[config.mk]
export PLATFORM = sky130hd
export DESIGN_NAME = mul8s_iter_sched
export DESIGN_NICKNAME = d
export VERILOG_FILES = /design/src/rtl/mul8s_sched_pkg.sv /design/src/rtl/mul8s_iter_sched_mul4.sv /design/src/rtl/mul8s_iter_sched.sv
export SDC_FILE = /design/constraint.sdc
export NUM_CORES = 1
export LEC_CHECK = 0
export ABC_AREA = 0
export CORE_UTILIZATION = 61
export DETAILED_ROUTE_END_ITERATION = 8
export GPL_ROUTABILITY_DRIVEN = 0
export PLACE_DENSITY = 0.87
export SYNTH_ARGS = -nofsm -noshare
export SYNTH_HDL_FRONTEND = slang
export SYNTH_SLANG_ARGS = --single-unit
[constraint.sdc]
create_clock -name clk -period 20.3 [get_ports clk]
set_input_delay 4.06 -clock clk [delete_from_list [all_inputs] [get_ports clk]]
set_output_delay 4.06 -clock clk [all_outputs]
set_load 0.005 [all_outputs]
[src/rtl/mul8s_sched_pkg.sv]
// Shared types and constants for the iterative 8x8 signed multiplier:
// sequencer states, per-step signedness modes and shifts.
package mul8s_sched_pkg;

  typedef enum logic [2:0] {
    S_IDLE  = 3'd0,
    S_LL    = 3'd1,
    S_LH    = 3'd2,
    S_HL    = 3'd3,
    S_HH    = 3'd4,
    S_DRAIN = 3'd5,
    S_DONE  = 3'd6
  } state_t;

  localparam int PROD_W = 16;
  localparam int PP_W   = 9;

  // Mode is {x_signed, y_signed}; x is the a-nibble, y the b-nibble.
  localparam logic [1:0] MODE_UU = 2'b00;
  localparam logic [1:0] MODE_US = 2'b01;
  localparam logic [1:0] MODE_SU = 2'b10;
  localparam logic [1:0] MODE_SS = 2'b11;

  localparam logic [3:0] SHIFT_LL = 4'd0;
  localparam logic [3:0] SHIFT_LH = 4'd4;
  localparam logic [3:0] SHIFT_HL = 4'd4;
  localparam logic [3:0] SHIFT_HH = 4'd8;

  // Unsigned-by-unsigned results never set bit 8, so sign extension is
  // also the correct zero extension for that mode.
  function automatic logic [PROD_W-1:0] align_pp(input logic [PP_W-1:0] pp,
                                                 input logic [3:0] sh);
    logic [PROD_W-1:0] ext;
    ext = {{(PROD_W-PP_W){pp[PP_W-1]}}, pp};
    return ext << sh;
  endfunction

endpackage

[src/rtl/mul8s_iter_sched_mul4.sv]
// 4x4 partial-product unit with per-operand signedness; 9-bit signed result,
// optionally registered when MUL4_LAT=1.
module mul4_ssu
  import mul8s_sched_pkg::*;
#(
  parameter int MUL4_LAT = 0
) (
  input  logic            clk,
  input  logic            rst_n,
  input  logic [3:0]      x,
  input  logic [3:0]      y,
  input  logic            x_signed,
  input  logic            y_signed,
  output logic [PP_W-1:0] pp
);

  logic signed [9:0] xw;
  logic signed [9:0] yw;
  logic signed [9:0] full;
  logic [PP_W-1:0]   pp_c;
  logic [PP_W-1:0]   pp_q;

  assign xw   = {{6{x_signed & x[3]}}, x};
  assign yw   = {{6{y_signed & y[3]}}, y};
  assign full = xw * yw;
  assign pp_c = full[PP_W-1:0];

  always_ff @(posedge clk or negedge rst_n) begin
    if (!rst_n) pp_q <= '0;
    else        pp_q <= pp_c;
  end

  assign pp = (MUL4_LAT == 0) ? pp_c : pp_q;

endmodule

[src/rtl/mul8s_iter_sched.sv]
// Iterative 8x8 signed multiplier: four nibble products issued one per cycle
// to a shared 4x4 unit and accumulated into a 16-bit product.
// Handshake: a transfer happens on a rising edge where valid && ready; the
// producer holds data stable while valid is high and ready is low.
module mul8s_iter_sched
  import mul8s_sched_pkg::*;
#(
  parameter int MUL4_LAT = 0,
  parameter int CNT_W    = 16
) (
  input  logic              clk,
  input  logic              rst_n,
  input  logic              in_valid,
  output logic              in_ready,
  input  logic [7:0]        in_a,
  input  logic [7:0]        in_b,
  output logic              out_valid,
  input  logic              out_ready,
  output logic [15:0]       out_product,
  output logic              busy,
  output logic [CNT_W-1:0]  op_count
);

  state_t            state;
  state_t            state_next;
  logic [7:0]        a_q;
  logic [7:0]        b_q;
  logic [PROD_W-1:0] acc;
  logic [PROD_W-1:0] acc_next;

  logic              issue;
  logic [3:0]        issue_shift;
  logic [1:0]        mode;
  logic [3:0]        x_sel;
  logic [3:0]        y_sel;
  logic [PP_W-1:0]   pp;

  logic              issue_q;
  logic [3:0]        shift_q;
  logic              acc_en;
  logic [3:0]        acc_shift;

  logic              in_fire;
  logic              out_fire;

  assign in_fire  = in_valid && in_ready;
  assign out_fire = out_valid && out_ready;
  assign busy     = (state != S_IDLE);

  always_comb begin
    issue       = 1'b1;
    x_sel       = a_q[3:0];
    y_sel       = b_q[3:0];
    mode        = MODE_UU;
    issue_shift = SHIFT_LL;
    case (state)
      S_LL: ;
      S_LH: begin
        y_sel       = b_q[7:4];
        mode        = MODE_US;
        issue_shift = SHIFT_LH;
      end
      S_HL: begin
        x_sel       = a_q[7:4];
        mode        = MODE_SU;
        issue_shift = SHIFT_HL;
      end
      S_HH: begin
        x_sel       = a_q[7:4];
        y_sel       = b_q[7:4];
        mode        = MODE_SS;
        issue_shift = SHIFT_HH;
      end
      default: issue = 1'b0;
    endcase
  end

  mul4_ssu #(.MUL4_LAT(MUL4_LAT)) u_mul4 (
    .clk      (clk),
    .rst_n    (rst_n),
    .x        (x_sel),
    .y        (y_sel),
    .x_signed (mode[1]),
    .y_signed (mode[0]),
    .pp       (pp)
  );

  // With a registered unit the step's shift travels alongside the product,
  // so accumulation lags issue by one cycle.
  assign acc_en    = (MUL4_LAT == 0) ? issue       : issue_q;
  assign acc_shift = (MUL4_LAT == 0) ? issue_shift : shift_q;

  always_comb begin
    acc_next = acc;
    if (in_fire)     acc_next = '0;
    else if (acc_en) acc_next = acc + align_pp(pp, acc_shift);
  end

  always_comb begin
    state_next = state;
    case (state)
      S_IDLE:  if (in_fire) state_next = S_LL;
      S_LL:    state_next = S_LH;
      S_LH:    state_next = S_HL;
      S_HL:    state_next = S_HH;
      S_HH:    state_next = (MUL4_LAT == 0) ? S_DONE : S_DRAIN;
      S_DRAIN: state_next = S_DONE;
      S_DONE:  if (out_fire) state_next = S_IDLE;
      default: state_next = S_IDLE;
    endcase
  end

  always_ff @(posedge clk or negedge rst_n) begin
    if (!rst_n) begin
      state       <= S_IDLE;
      in_ready    <= 1'b0;
      out_valid   <= 1'b0;
      out_product <= '0;
      op_count    <= '0;
      acc         <= '0;
      a_q         <= '0;
      b_q         <= '0;
      issue_q     <= 1'b0;
      shift_q     <= '0;
    end else begin
      state     <= state_next;
      in_ready  <= (state_next == S_IDLE);
      out_valid <= (state_next == S_DONE);
      acc       <= acc_next;
      issue_q   <= issue;
      shift_q   <= issue_shift;
      if (in_fire) begin
        a_q <= in_a;
        b_q <= in_b;
      end
      // Result is captured only on entry to DONE and then held.
      if (state_next == S_DONE && state != S_DONE) out_product <= acc_next;
      if (out_fire) op_count <= op_count + CNT_W'(1);
    end
  end

endmodule

; ---- After elaboration in Yosys (flattened, before gate mapping)
; Cells that the tools add are included.
[totals]
reg_bits = 69
latchBits = 0
mem_bits_rw = 0
mem_bits_ro = 0
input_bits = 20
out_inout_bits = 35
mem_count = 0
[op_classes]
addsub = 2
n_mul = 1
div = 0
n_lt_le_gt_ge = 0
n_eq_ne = 8
n_shift = 1
muxes = 10
bitwise_logic = 2
n_reduce_logical = 11
[ops]
columns = op, count
row1 = 16-bit two-way mux, 2
row2 = 3-bit case mux with 6 select lines, 1
row3 = "16-bit by 1-bit adder with 16-bit output, second input constant", 1
row4 = 16-bit adder, 1
row5 = 16-bit by 4-bit left shift with 16-bit output, 1
row6 = "3-bit equality test, second input constant", 4
row7 = 5-bit by 5-bit multiplier with 9-bit output, 1
row8 = 4-bit two-way mux, 2
row9 = 4-bit case mux with 2 select lines, 1
row10 = 2-bit OR reduction, 4
row11 = "3-bit by 2-bit equality test with 1-bit output, second input constant", 2
row12 = 3-bit logical NOT, 2
row13 = 3-bit two-way mux, 2
row14 = 2-bit case mux with 3 select lines, 1
row15 = 4-bit OR reduction, 1
row16 = "3-bit by 1-bit equality test with 1-bit output, second input constant", 1
row17 = 1-bit logical AND, 3
row18 = "3-bit inequality test, second input constant", 1
row19 = 3-bit nonzero test, 1
row20 = 1-bit AND, 2
row21 = 1-bit two-way mux, 1

; ---- Logic depth before layout (Yosys ltp)
; Gate-level depths: netlist (run 1).
[depth]
depth_word = 9
depth_mapped = 31
mapped_depth_nobuf = 29

; ---- Hierarchy
; From an unflattened synthesis (run 1), not the netlist that was laid out.
[unflattened]
hier_cells = 518
area_unflattened_um2 = 4718.3
[by_module_without_submodules]
columns = mod, n_inst, cells_per_inst, area_per_inst_um2, seq_area_each_um2
row1 = mul8s_iter_sched, 1, 427, 3892.5, 1726.7
row2 = mul4_ssu, 1, 91, 825.8, 0.0

; ---- Least setup slack after synthesis (run 1)
; OpenSTA, ideal clock, no wires.
[synth_path]
kind = register to register
start = reg state[2]
end = reg acc[15]
setup_time_ns = 0.078
arrival_time_ns = 6.437
required_ns = 20.222
slack_ns = 13.785
path_stages_with_launch = 30
n_path_buf = 2
period_less_slack_ns = 6.515
path_cell_list = dfrtp_1 buf_2 buf_1 nor2_1 nand2_1 o21ai_0 nand2_1 o221ai_1 or2_2 fa_1 fa_1 fa_1 inv_1 ha_1 a211oi_1 o21bai_1 a21oi_1 xnor2_1 xor2_1 nand2_1 o211ai_1 o21ai_0 ha_1 o41ai_1 o21ba_2 a31oi_1 a221o_1 o2111a_1 or3b_1 a21oi_1
[synth_between]
elab_chain_cells = 9
word_cells_on_any_way = 20
[synth_lines]
columns = element, line
row1 = from (decl), mul8s_iter_sched.sv:24  ; state_t state;
row2 = from (signal assigned), mul8s_iter_sched.sv:126  ; state <= state_next;
row3 = 3-bit equality test / 3-bit by 2-bit equality test with 1-bit output (equally long branches), mul8s_iter_sched.sv:56  ; case (state)
row4 = 2-bit OR reduction (no line), --
row5 = 4-bit two-way mux, mul8s_iter_sched.sv:56
row6 = 1-bit AND (on tied branches), "mul8s_iter_sched_mul4.sv:23, mul8s_iter_sched_mul4.sv:24"
row7 = 5-bit by 5-bit multiplier with 9-bit output, mul8s_iter_sched_mul4.sv:25  ; assign full = xw * yw;
row8 = 16-bit by 4-bit left shift with 16-bit output, mul8s_sched_pkg.sv:35  ; return ext << sh;
row9 = 16-bit adder, mul8s_iter_sched.sv:96  ; else if (acc_en) acc_next = acc + align_pp(pp, acc_shift);
row10 = 16-bit two-way mux *, mul8s_iter_sched.sv:96
row11 = 16-bit two-way mux *, mul8s_iter_sched.sv:95  ; if (in_fire) acc_next = '0;
row12 = named net acc_next[15], mul8s_iter_sched.sv:29  ; logic [PROD_W-1:0] acc_next;
row13 = to (signal assigned), mul8s_iter_sched.sv:129  ; acc <= acc_next;
row14 = to (decl), mul8s_iter_sched.sv:28  ; logic [PROD_W-1:0] acc;
; The timed path passes the listed nets; every way through them passes the cells marked *.
; A chain may end at the register's enable or synchronous reset.

; ---- Final worst setup path (run 1)
[layout_path]
start = reg state[1]
end = reg acc[15]
; The elaborated chain is that of the path after synthesis.

==> results.rst, run 1 <==
.. list-table::
   :header-rows: 1

   * - Metric
     - Value
   * - Cell at the root of the clock tree
     - sky130_fd_sc_hd__clkbuf_8
   * - Met3 demand-to-capacity share in global routing
     - around 6.0%
   * - Reg clk slew, reported paths
     - around 0.080 ns
   * - Die height
     - about 90 um
   * - Iteration-0 DRC Markers
     - between 200 and 300
   * - Number of remaining DRC errors
     - 0
   * - Worst hold path type
     - flop to flop
   * - Result of the run
     - complete, no violations
   * - Count of distinct cell types in the synthesized netlist
     - 55
   * - Wire per inst
     - approximately 17 um
   * - Final total negative setup slack
     - 0 ns
   * - Clock sink count
     - 69
   * - Area taken by multi-input logic gates
     - between 2000 and 3000 um^2
   * - Skew final
     - 0.009137 ns
   * - Final design instance area without fill
     - between 5000 and 6000 um^2
   * - Share of the cycle needed by the critical path after routing
     - 38.55%
   * - Post-Synthesis Mean Instance Area
     - 9.016 um^2
   * - Total CTS buffers
     - 9
   * - Cell area after synthesis
     - about 4700 um^2
   * - CP startpoint kind
     - flop
   * - Max Clock Freq
     - 127.8 MHz
   * - Count of final max-slew check failures
     - 0
   * - Max capacitance violation total
     - 0
   * - Unrepaired setup endpoints after global routing
     - false
   * - Register bit count reported by yosys
     - 69
   * - Total area of sequential cells
     - ~1700 um^2
   * - Top cells by area in the synthesized netlist
     - sky130_fd_sc_hd__dfrtp_1, sky130_fd_sc_hd__ha_1, sky130_fd_sc_hd__nand2_1
   * - Remaining Overflow, GRT
     - 0
   * - Post-cts sizing count
     - 0
   * - Worst max-slew margin expressed relative to the limit
     - approximately 42%
   * - Worst Setup End Kind
     - flop
   * - Fraction of layout instances using a drive strength above 1
     - under 10%
   * - Number of hold violations in the final report
     - 0
   * - Detailed Place HPWL
     - 7945 um
   * - Clock network latency to the later pin of the worst-skew pair
     - 0.35 ns
   * - Most instantiated library cell after synthesis
     - sky130_fd_sc_hd__nand2_1
   * - Starting density of the core
     - 63.95%
   * - Share of the synthesized area in the top cell type
     - 36.83%
   * - Number of warnings reported in the yosys synthesis log
     - 0
   * - Die X
     - approximately 90 um
   * - Total global routing track utilization
     - just under 30%
   * - Vias per Instance
     - about 5.9
   * - Number of instances in the synthesized netlist
     - 520
   * - Actual transition at the worst max-transition pin
     - 0.8649 ns
   * - Worst endpoint data arrival time
     - between 8 and 9 ns
   * - Synthesized netlist net count
     - a little under 600
   * - Prevailing post-synth register cell
     - sky130_fd_sc_hd__dfrtp_1
   * - Proportion of synthesized chip area in sequential cells
     - 36.83%
   * - Maximum number of pins on one net before global-route repair
     - 70
   * - Die Outline Area
     - between 8000 and 9000 um^2
   * - Cell taking the most area after synthesis
     - sky130_fd_sc_hd__dfrtp_1
   * - Async set-reset flop share out of synthesis
     - between 90% and 100%
   * - Routed vias
     - just under 4000
   * - Number of buffers on the longest clock path
     - 2
   * - Hold-fix buffers, CTS
     - 0
   * - Placeable Area
     - roughly 7300 um^2
   * - Wire length reported by the detailed router
     - between 10000 and 15000 um
   * - Most Crowded Layer GR
     - met2
   * - Number of global-route vias before repair
     - roughly 3900
   * - Class of the most critical setup path
     - flop to flop
   * - Top cells by instance count after synthesis
     - sky130_fd_sc_hd__nand2_1, sky130_fd_sc_hd__dfrtp_1, sky130_fd_sc_hd__nor2_1, sky130_fd_sc_hd__inv_1, sky130_fd_sc_hd__ha_1
   * - Crit path max fanout
     - 26
   * - Standard-cell rows
     - 31
   * - First-pass GRT wire length
     - between 15000 and 20000 um
   * - Post-synth EDFFs
     - 0
   * - Number of detailed-routing iterations run before antenna repair
     - 5
   * - H-tree depth
     - 3
   * - Number of buffer cells added on primary ports
     - 54
   * - Worst EP required
     - 20.53 ns
   * - Final worst path period need
     - about 8 ns
   * - Final net count
     - between 600 and 700
   * - CTS tree
     - built
   * - Number of ports placed on the die boundary
     - 55
   * - Post-CTS setup repair buffer count
     - 0
   * - Synthesis-to-layout area growth
     - 17.37%
   * - Antenna diode count
     - 0
   * - Instance area at placement
     - about 5300 um^2
   * - Setup Viol. Count Final
     - 0
   * - Final ANT Viol Nets
     - 0
   * - Met1 Use GR
     - 38.75%
   * - Worst hold slack
     - between 0.4 and 0.5 ns
   * - Antenna violations before repair
     - 0
   * - # fillers
     - 510
   * - Met2 global-route usage
     - between 40% and 50%
placed cells by master, fill, tap and decap left out, types with 9 or more instances in the layout:
cell type / instances
sky130_fd_sc_hd__nand2_1: 88
sky130_fd_sc_hd__dfrtp_1: 69
sky130_fd_sc_hd__clkdlybuf4s50_1: 53
sky130_fd_sc_hd__nor2_1: 46
sky130_fd_sc_hd__inv_1: 33
sky130_fd_sc_hd__ha_1: 29
sky130_fd_sc_hd__o21ai_0: 27
sky130_fd_sc_hd__xnor2_1: 23
sky130_fd_sc_hd__a21oi_1: 22
sky130_fd_sc_hd__fa_1: 16
sky130_fd_sc_hd__xor2_1: 12
sky130_fd_sc_hd__and2_1: 10
sky130_fd_sc_hd__mux2_2: 9
sky130_fd_sc_hd__clkbuf_8: 9
flip-flops by register name (all words and copies together) (netlist names):
name,count
acc,16
state,3
op_count,16
a_q,8
b_q,8
in_ready,1
out_product,16
out_valid,1
final timing paths:
| path | from | end | slack, ns | cells past startpoint |
|---|---|---|---|---|
| hold reg to reg | op_count[15] | op_count[15] | 0.48 | 1 |
| hold / removal | op_count[15] | op_count[15] | 0.48 | 1 |
| max in group asynchronous | rst_n | a_q[1] | 15.84 | 2 |
| setup / recovery | state[1] | acc[15] | 12.47 | 26 |
| min in group asynchronous | rst_n | out_product[10] | 3.90 | 2 |
| setup reg to reg | state[1] | acc[15] | 12.47 | 26 |
worst max-delay path: stages, from the launching register on:
cell                       delay, ns
sky130_fd_sc_hd__dfrtp_1        0.80
sky130_fd_sc_hd__nand2b_1       0.35
sky130_fd_sc_hd__a21oi_4        0.36
sky130_fd_sc_hd__mux2i_1        0.51
sky130_fd_sc_hd__nor2_1         0.16
sky130_fd_sc_hd__fa_1           0.53
sky130_fd_sc_hd__inv_1          0.05
sky130_fd_sc_hd__fa_1           0.46
sky130_fd_sc_hd__fa_1           0.60
sky130_fd_sc_hd__inv_1          0.06
sky130_fd_sc_hd__ha_1           0.30
sky130_fd_sc_hd__a211oi_1       0.21
sky130_fd_sc_hd__o21bai_1       0.10
sky130_fd_sc_hd__a21oi_1        0.18
sky130_fd_sc_hd__xnor2_1        0.20
sky130_fd_sc_hd__xor2_1         0.32
sky130_fd_sc_hd__nand2_1        0.17
sky130_fd_sc_hd__o211ai_1       0.15
sky130_fd_sc_hd__o21ai_0        0.16
sky130_fd_sc_hd__ha_1           0.28
sky130_fd_sc_hd__o41ai_1        0.42
sky130_fd_sc_hd__o21ba_2        0.18
sky130_fd_sc_hd__a31oi_1        0.06
sky130_fd_sc_hd__a221o_1        0.38
sky130_fd_sc_hd__nor4_1         0.42
sky130_fd_sc_hd__or3b_1         0.20
sky130_fd_sc_hd__a21oi_1        0.07
metal layers:
layer	part of all wire, %	wire (um)
met1	44	4823
met2	48	5362
met3	5.7	633
met4	2.3	250
met5	0	0
layout make-up:
cell class	count	share of cell area (%)
sequential	69	31.38
tap	99	2.251
clock inverter	6	1.728
inverter	33	2.251
clock buffer	10	2.319
multi-input combinational	396	49.93
timing repair buffer	57	10.14
kinds of logic (layout without fill, tap and decap cells):
group	Yosys count	after routing	share of synthesized area (%)
AND/OR/NAND/NOR	193	193	18.79
buffers and inverters	55	106	4.564
AO/OA/AOI/OAI	106	106	14.84
adder cells (fa/ha/maj)	45	45	14.57
multiplexers	17	17	3.870
flip-flops	69	69	36.83
XOR/XNOR	35	35	6.538
through the flow:
stage | utilization, % | std cells | worst slack [ns]
global placement | 72.03 | 654 | 12.98
floorplan | - | 520 | 13.78
detailed placement | 72.03 | 654 | 12.68
CTS | 75.06 | 670 | 12.65
finish | 75.06 | 670 | 12.47
global route | 75.06 | 670 | 11.86
Power of run 1 is left out: the tool's default activity adds up to more than one toggle a clock period on the data nets, which glitch-free logic cannot reach.
==> run 2: changes to the inputs <==
CORE_UTILIZATION = 57   (was 61)
PLACE_DENSITY = 0.82   (was 0.87)
clock period = 7.3 ns   (was 20.3 ns; I/O delays follow)
==> results.rst, run 2 (synthesis results as in run 1) <==
.. list-table::
   :header-rows: 1

   * - Metric
     - Value
   * - Result of the run
     - complete, no violations
   * - Reg-to-reg critical path startpoint
     - state[2]
   * - Antenna diode count
     - 0
   * - Worst max-slew margin expressed relative to the limit
     - 41.96%
   * - Launch instance of the worst min-delay path
     - op_count[15]
   * - Standard-cell rows
     - 32
   * - Number of buffers on the longest clock path
     - 2
   * - Count of final max-slew check failures
     - 0
   * - Worst EP required
     - about 7.6 ns
   * - Clock network latency to the later pin of the worst-skew pair
     - between 0.3 and 0.4 ns
   * - Cell seen most often among critical-path stages
     - sky130_fd_sc_hd__fa_1
   * - Number of global-route vias before repair
     - roughly 3900
   * - Crit path max fanout
     - 21
   * - Leading registers by flop count
     - acc x16, op_count x16, out_product x16
   * - Final ANT Viol Nets
     - 0
   * - Critical path's slowest cell
     - sky130_fd_sc_hd__fa_1
   * - Number of detailed-routing iterations run before antenna repair
     - 5
   * - R2R depth
     - 27
   * - Final total negative setup slack
     - 0 ns
   * - Fraction of layout instances using a drive strength above 1
     - between 10 and 15%
   * - Worst Setup End Kind
     - flop
   * - Total global routing track utilization
     - between 20 and 30%
   * - Wire per inst
     - 16.39 um
   * - Actual transition at the worst max-transition pin
     - 0.8706 ns
   * - Iteration-0 DRC Markers
     - between 200 and 300
   * - Clock sink count
     - 69
   * - Highest-count cells in the layout ignoring fill and taps
     - sky130_fd_sc_hd__nand2_1, sky130_fd_sc_hd__dfrtp_1, sky130_fd_sc_hd__clkdlybuf4s50_1, sky130_fd_sc_hd__nor2_1, sky130_fd_sc_hd__inv_1
   * - Max Clock Freq
     - around 150 MHz
   * - Reg2Reg Capture Point
     - acc[15]
   * - Most common cell after layout, fill and taps aside
     - sky130_fd_sc_hd__nand2_1
   * - Worst endpoint data arrival time
     - ~7 ns
   * - Cell at the root of the clock tree
     - sky130_fd_sc_hd__clkbuf_8
   * - Max capacitance violation total
     - 0
   * - Depth of the worst hold-timing path
     - 1
   * - First-pass GRT wire length
     - between 15000 and 20000 um
   * - Synthesis-to-layout area growth
     - 21.24%
   * - Share of the cycle needed by the critical path after routing
     - a little over nine tenths
   * - Die Outline Area
     - about 8600 um^2
   * - Reg2reg setup slack
     - just over 0.4 ns
   * - Die X
     - just over 90 um
   * - Number of buffer cells added on primary ports
     - 54
   * - H-tree depth
     - 3
   * - Area taken by multi-input logic gates
     - between 2000 and 3000 um^2
   * - CP startpoint kind
     - flop
   * - Skew final
     - slightly above 0.008 ns
   * - Final worst path period need
     - between 6 and 7 ns
   * - Wire length reported by the detailed router
     - around 11000 um
   * - Number of remaining DRC errors
     - 0
   * - Worst hold path type
     - flop to flop
   * - Total area of sequential cells
     - around 1700 um^2
   * - Antenna violations before repair
     - 0
   * - Reg clk slew, reported paths
     - ~0.080 ns
   * - Number of ports placed on the die boundary
     - between 50 and 60
   * - # fillers
     - roughly 610
   * - Largest stage delay, worst path
     - roughly 0.6 ns
   * - Remaining Overflow, GRT
     - 0
   * - CTS tree
     - built
   * - Sink of the worst hold path
     - op_count[15]
   * - Placeable Area
     - 7848 um^2
   * - Detailed Place HPWL
     - 7991 um
   * - Maximum number of pins on one net before global-route repair
     - 70
   * - Total CTS buffers
     - 9
   * - Die height
     - about 93 um
   * - Class of the most critical setup path
     - flop to flop
   * - Final net count
     - around 640
   * - Starting density of the core
     - approximately 60%
   * - Vias per Instance
     - a little under 6
   * - Setup Viol. Count Final
     - 0
   * - Number of hold violations in the final report
     - 0
   * - Routed vias
     - between 4000 and 5000
==> run 2: cell types whose count changed in the layout (fill, tap and decap cells not counted), moves of 2 or more <==
| cell | before | now |
|---|---|---|
| sky130_fd_sc_hd__clkinv_4 | 3 | 1 |
| sky130_fd_sc_hd__buf_4 | 3 | 9 |
| sky130_fd_sc_hd__o221ai_2 | 0 | 3 |
| sky130_fd_sc_hd__mux2i_1 | 8 | 6 |
| sky130_fd_sc_hd__mux2i_4 | 0 | 2 |
| sky130_fd_sc_hd__o221ai_1 | 4 | 0 |
==> run 2: routing by layer <==
layer	vias up	GRT usage (%)	part of all wire (%)
met5	-	0	0
met4	0	12.44	2.8
met3	27	5.665	4.8
met2	115	44.26	49
met1	1979	34.72	44
li1	1885	-	-
==> run 2: worst max-delay path by stage <==
stage	to	slack, ns	startpoint	cells past startpoint
after CTS	out_product[15]	0.25	state[2]	25
after global routing	acc[15]	-0.05	state[2]	29
after floorplan	acc[15]	0.78	state[2]	29
after global placement	acc[15]	0.51	state[0]	25
after detailed placement	out_product[15]	0.31	state[2]	25
final	acc[15]	0.41	state[2]	27
==> run 2: area by class of cell <==
| cell class | instances | area share, % |
|---|---|---|
| tap | 102 | 2.245 |
| inverter | 33 | 2.179 |
| clock inverter | 6 | 1.651 |
| sequential | 69 | 30.40 |
| clock buffer | 10 | 2.421 |
| multi-input combinational | 396 | 49.94 |
| timing repair buffer | 65 | 11.16 |
==> run 2: timing repair <==
action	4_1_cts	5_1_grt
endpoints found under the setup margin	0	6
setup buffers	0	2
hold buffers	0	0
gates resized for setup	0	19
==> run 2: worst max-delay path, delay by kind of cell (launching register included) <==
kind                     cells  cell delay [ns]
XOR/XNOR                     2             0.51
multiplexers                 1             0.20
AND/OR/NAND/NOR              4             1.01
adder cells (fa/ha/maj)      5             2.27
AO/OA/AOI/OAI               12             2.05
flip-flops                   1             0.40
buffers and inverters        3             0.37
==> run 2: per-stage QoR <==
stage	std cells	worst slack, ns	area, um^2	hold slack (ns)	util [%]
after detailed placement	663	0.3106	5329	0.4598	67.91
after CTS	679	0.2503	5560	0.4746	70.85
final	681	0.4117	5684	0.4767	72.43
after global routing	681	-0.05469	5684	0.4832	72.43
after floorplan	520	0.7847	4688	0.4450	-
after global placement	663	0.5078	5329	0.4615	67.91
Power of run 2 is left out for the same reason.
==> run 3: changes to the inputs <==
CORE_ASPECT_RATIO = 1.4   (was default)
SYNTH_HIERARCHICAL = 1   (was default)
==> results.rst, run 3 <==
.. list-table::
   :header-rows: 1

   * - Metric
     - Value
   * - Critical path's slowest cell
     - sky130_fd_sc_hd__fa_1
   * - Crit path max fanout
     - 10
   * - Clock network latency to the later pin of the worst-skew pair
     - 0.37 ns
   * - CTS tree
     - built
   * - Final core occ
     - a little under three quarters
   * - Reg2reg setup slack
     - around 0.40 ns
   * - Worst EP required
     - 7.60 ns
   * - Vias per Instance
     - between 5 and 6
   * - Share of the synthesized area in the top cell type
     - a little over a third
   * - Reg clk slew, reported paths
     - about 0.080 ns
   * - Result of the run
     - complete, no violations
   * - Number of ports placed on the die boundary
     - between 50 and 60
   * - Worst hold path type
     - flop to flop
   * - Number of detailed-routing iterations run before antenna repair
     - 4
   * - Share of the cycle needed by the critical path after routing
     - between 90% and 100%
   * - Skew final
     - approximately 0.0073 ns
   * - Worst setup slack after layout
     - 0.3996 ns
   * - Routed vias
     - 3918
   * - Cell seen most often among critical-path stages
     - sky130_fd_sc_hd__fa_1
   * - DP Worst Slack
     - 0.1967 ns
   * - Max capacitance violation total
     - 0
   * - Cell taking the most area after synthesis
     - sky130_fd_sc_hd__dfrtp_1
   * - Number of instances in the synthesized netlist
     - 518
   * - Cell at the root of the clock tree
     - sky130_fd_sc_hd__clkbuf_8
   * - Starting density of the core
     - ~60%
   * - Antenna violations before repair
     - 0
   * - Setup Viol. Count Final
     - 0
   * - Proportion of synthesized chip area in sequential cells
     - a little over a third
   * - Launch instance of the worst min-delay path
     - op_count[15]
   * - Detailed Place HPWL
     - slightly above 8000 um
   * - R2R depth
     - 23
   * - Most instantiated library cell after synthesis
     - sky130_fd_sc_hd__nand2_1
   * - Post-synth EDFFs
     - 0
   * - Standard-cell rows
     - 38
   * - Cell area after synthesis
     - 4718 um^2
   * - Wire per inst
     - roughly 16 um
   * - Final net count
     - around 640
   * - Register bit count reported by yosys
     - 69
   * - Number of warnings reported in the yosys synthesis log
     - 6
   * - Reg2Reg Capture Point
     - out_product[13]
   * - Number of buffer cells added on primary ports
     - 54
   * - Worst Setup End Kind
     - flop
   * - Clock sink count
     - just under 70
   * - Number of remaining DRC errors
     - 0
   * - Fraction of layout instances using a drive strength above 1
     - between 9 and 10%
   * - Number of hold violations in the final report
     - 0
   * - Die Outline Area
     - roughly 8700 um^2
   * - Sink of the worst hold path
     - op_count[15]
   * - Number of global-route vias before repair
     - 3985
   * - Die X
     - 78.90 um
   * - Number of buffers on the longest clock path
     - 2
   * - Class of the most critical setup path
     - flop to flop
   * - Final ANT Viol Nets
     - 0
   * - Prevailing post-synth register cell
     - sky130_fd_sc_hd__dfrtp_1
   * - Antenna diode count
     - 0
   * - Synthesized netlist net count
     - a little under 600
   * - Largest stage delay, worst path
     - roughly 0.54 ns
   * - H-tree depth
     - 3
   * - Worst max-slew margin expressed relative to the limit
     - a little over two fifths
   * - Count of final max-slew check failures
     - 0
   * - First-pass GRT wire length
     - 18260 um
   * - Depth of the worst hold-timing path
     - 1
   * - # fillers
     - just over 600
   * - Leading registers by flop count
     - acc x16, op_count x16, out_product x16
   * - Total global routing track utilization
     - roughly 28%
   * - Reg-to-reg critical path startpoint
     - state[0]
   * - Unrepaired setup endpoints after global routing
     - false
   * - Highest-count cells in the layout ignoring fill and taps
     - sky130_fd_sc_hd__nand2_1, sky130_fd_sc_hd__dfrtp_1, sky130_fd_sc_hd__clkdlybuf4s50_1, sky130_fd_sc_hd__nor2_1, sky130_fd_sc_hd__ha_1
   * - Max Clock Freq
     - ~140 MHz
   * - Total CTS buffers
     - 9
   * - Crit-path cells
     - nand2b_2, o21ai_4, mux2_2, or2_2, fa_1, fa_1, fa_1, inv_1, ha_1, a211oi_1, o21bai_1, a21oi_1, xnor3_1, nand2b_1, o211ai_1, o21ai_0, ha_1, a21oi_1, o21ai_0, a31o_2, a31oi_1, mux2i_1, o22a_1
   * - Synthesis-to-layout area growth
     - 18.59%
   * - Count of distinct cell types in the synthesized netlist
     - between 50 and 60
   * - Top cells by instance count after synthesis
     - sky130_fd_sc_hd__nand2_1, sky130_fd_sc_hd__dfrtp_1, sky130_fd_sc_hd__nor2_1, sky130_fd_sc_hd__ha_1
   * - Die height
     - 109.7 um
   * - Placeable Area
     - 7893 um^2
   * - CP startpoint kind
     - flop
   * - Worst endpoint data arrival time
     - 7.21 ns
   * - Remaining Overflow, GRT
     - 0
   * - Final total negative setup slack
     - 0 ns
   * - Top cells by area in the synthesized netlist
     - sky130_fd_sc_hd__dfrtp_1, sky130_fd_sc_hd__ha_1, sky130_fd_sc_hd__nand2_1
   * - Post-Synthesis Mean Instance Area
     - approximately 9.1 um^2
   * - Async set-reset flop share out of synthesis
     - between 90% and 100%
   * - Wire length reported by the detailed router
     - ~11000 um
   * - Actual transition at the worst max-transition pin
     - between 0.8 and 0.9 ns
   * - Final worst path period need
     - just under 7 ns
   * - Maximum number of pins on one net before global-route repair
     - 70
   * - Iteration-0 DRC Markers
     - approximately 280
   * - Most common cell after layout, fill and taps aside
     - sky130_fd_sc_hd__nand2_1
## run 3: how the worst max path moves through the flow
stage,start,end,slack [ns],depth (start not counted)
final,state[0],out_product[13],0.40,23
after global routing,state[2],out_product[13],0.008,25
after global placement,state[1],out_product[13],0.43,24
after detailed placement,state[2],out_product[13],0.20,23
after floorplan,state[0],acc[15],0.74,23
after CTS,state[2],out_product[13],0.1,23
## run 3: what timing repair did
item                                    CTS  global route
hold buffers                              0             0
buffers inserted                          0             2
resized for setup                         0             7
endpoints found under the setup margin    0            13
## run 3: kinds of logic after synthesis
| logic type | synth area share (%) |
|---|---|
| adder cells (fa/ha/maj) | 14.48 |
| XOR/XNOR | 5.489 |
| AND/OR/NAND/NOR | 19.20 |
| buffers and inverters | 3.819 |
| flip-flops | 36.60 |
| AO/OA/AOI/OAI | 16.10 |
| multiplexers | 4.323 |
## run 3: metrics by stage
stage                     instance area [um^2]  cells  hold WS (ns)
after floorplan                           4718    518        0.4401
after global placement                    5338    658        0.4539
after detailed placement                  5338    658        0.4594
after CTS                                 5560    674        0.4776
after global routing                      5595    676        0.5014
final                                     5595    676        0.4736
## run 3: area by class of cell
cell class              instances  area, um^2  area share [%]
clock buffers                   9       123.9           2.214
clock inverters                 7       98.84           1.767
inverters                      25       93.84           1.677
multi-input cells             404        2829           50.56
flip-flops and latches         69        1729           30.90
well taps                     100       125.1           2.236
repair buffers                 62       595.6           10.64
## run 3: critical path: cells and delay by family (launching register included)
family          cells  cell delay, ns
fa+ha+maj           5            2.25
compound gates     11            2.03
simple gates        3            0.87
mux                 2            0.66
flops               1            0.49
xor+xnor            1            0.46
buf+inv             1            0.07
## run 3: routing by layer
| metal | vias to the layer above | GRT usage (%) | routed length (um) |
|---|---|---|---|
| li1 | 1882 | - | - |
| met1 | 1905 | 29.80 | 4344 |
| met2 | 104 | 51.80 | 5948 |
| met3 | 27 | 3.900 | 395 |
| met4 | 0 | 15.97 | 337 |
| met5 | - | 0 | 0 |
Power of run 3 is left out for the same reason.
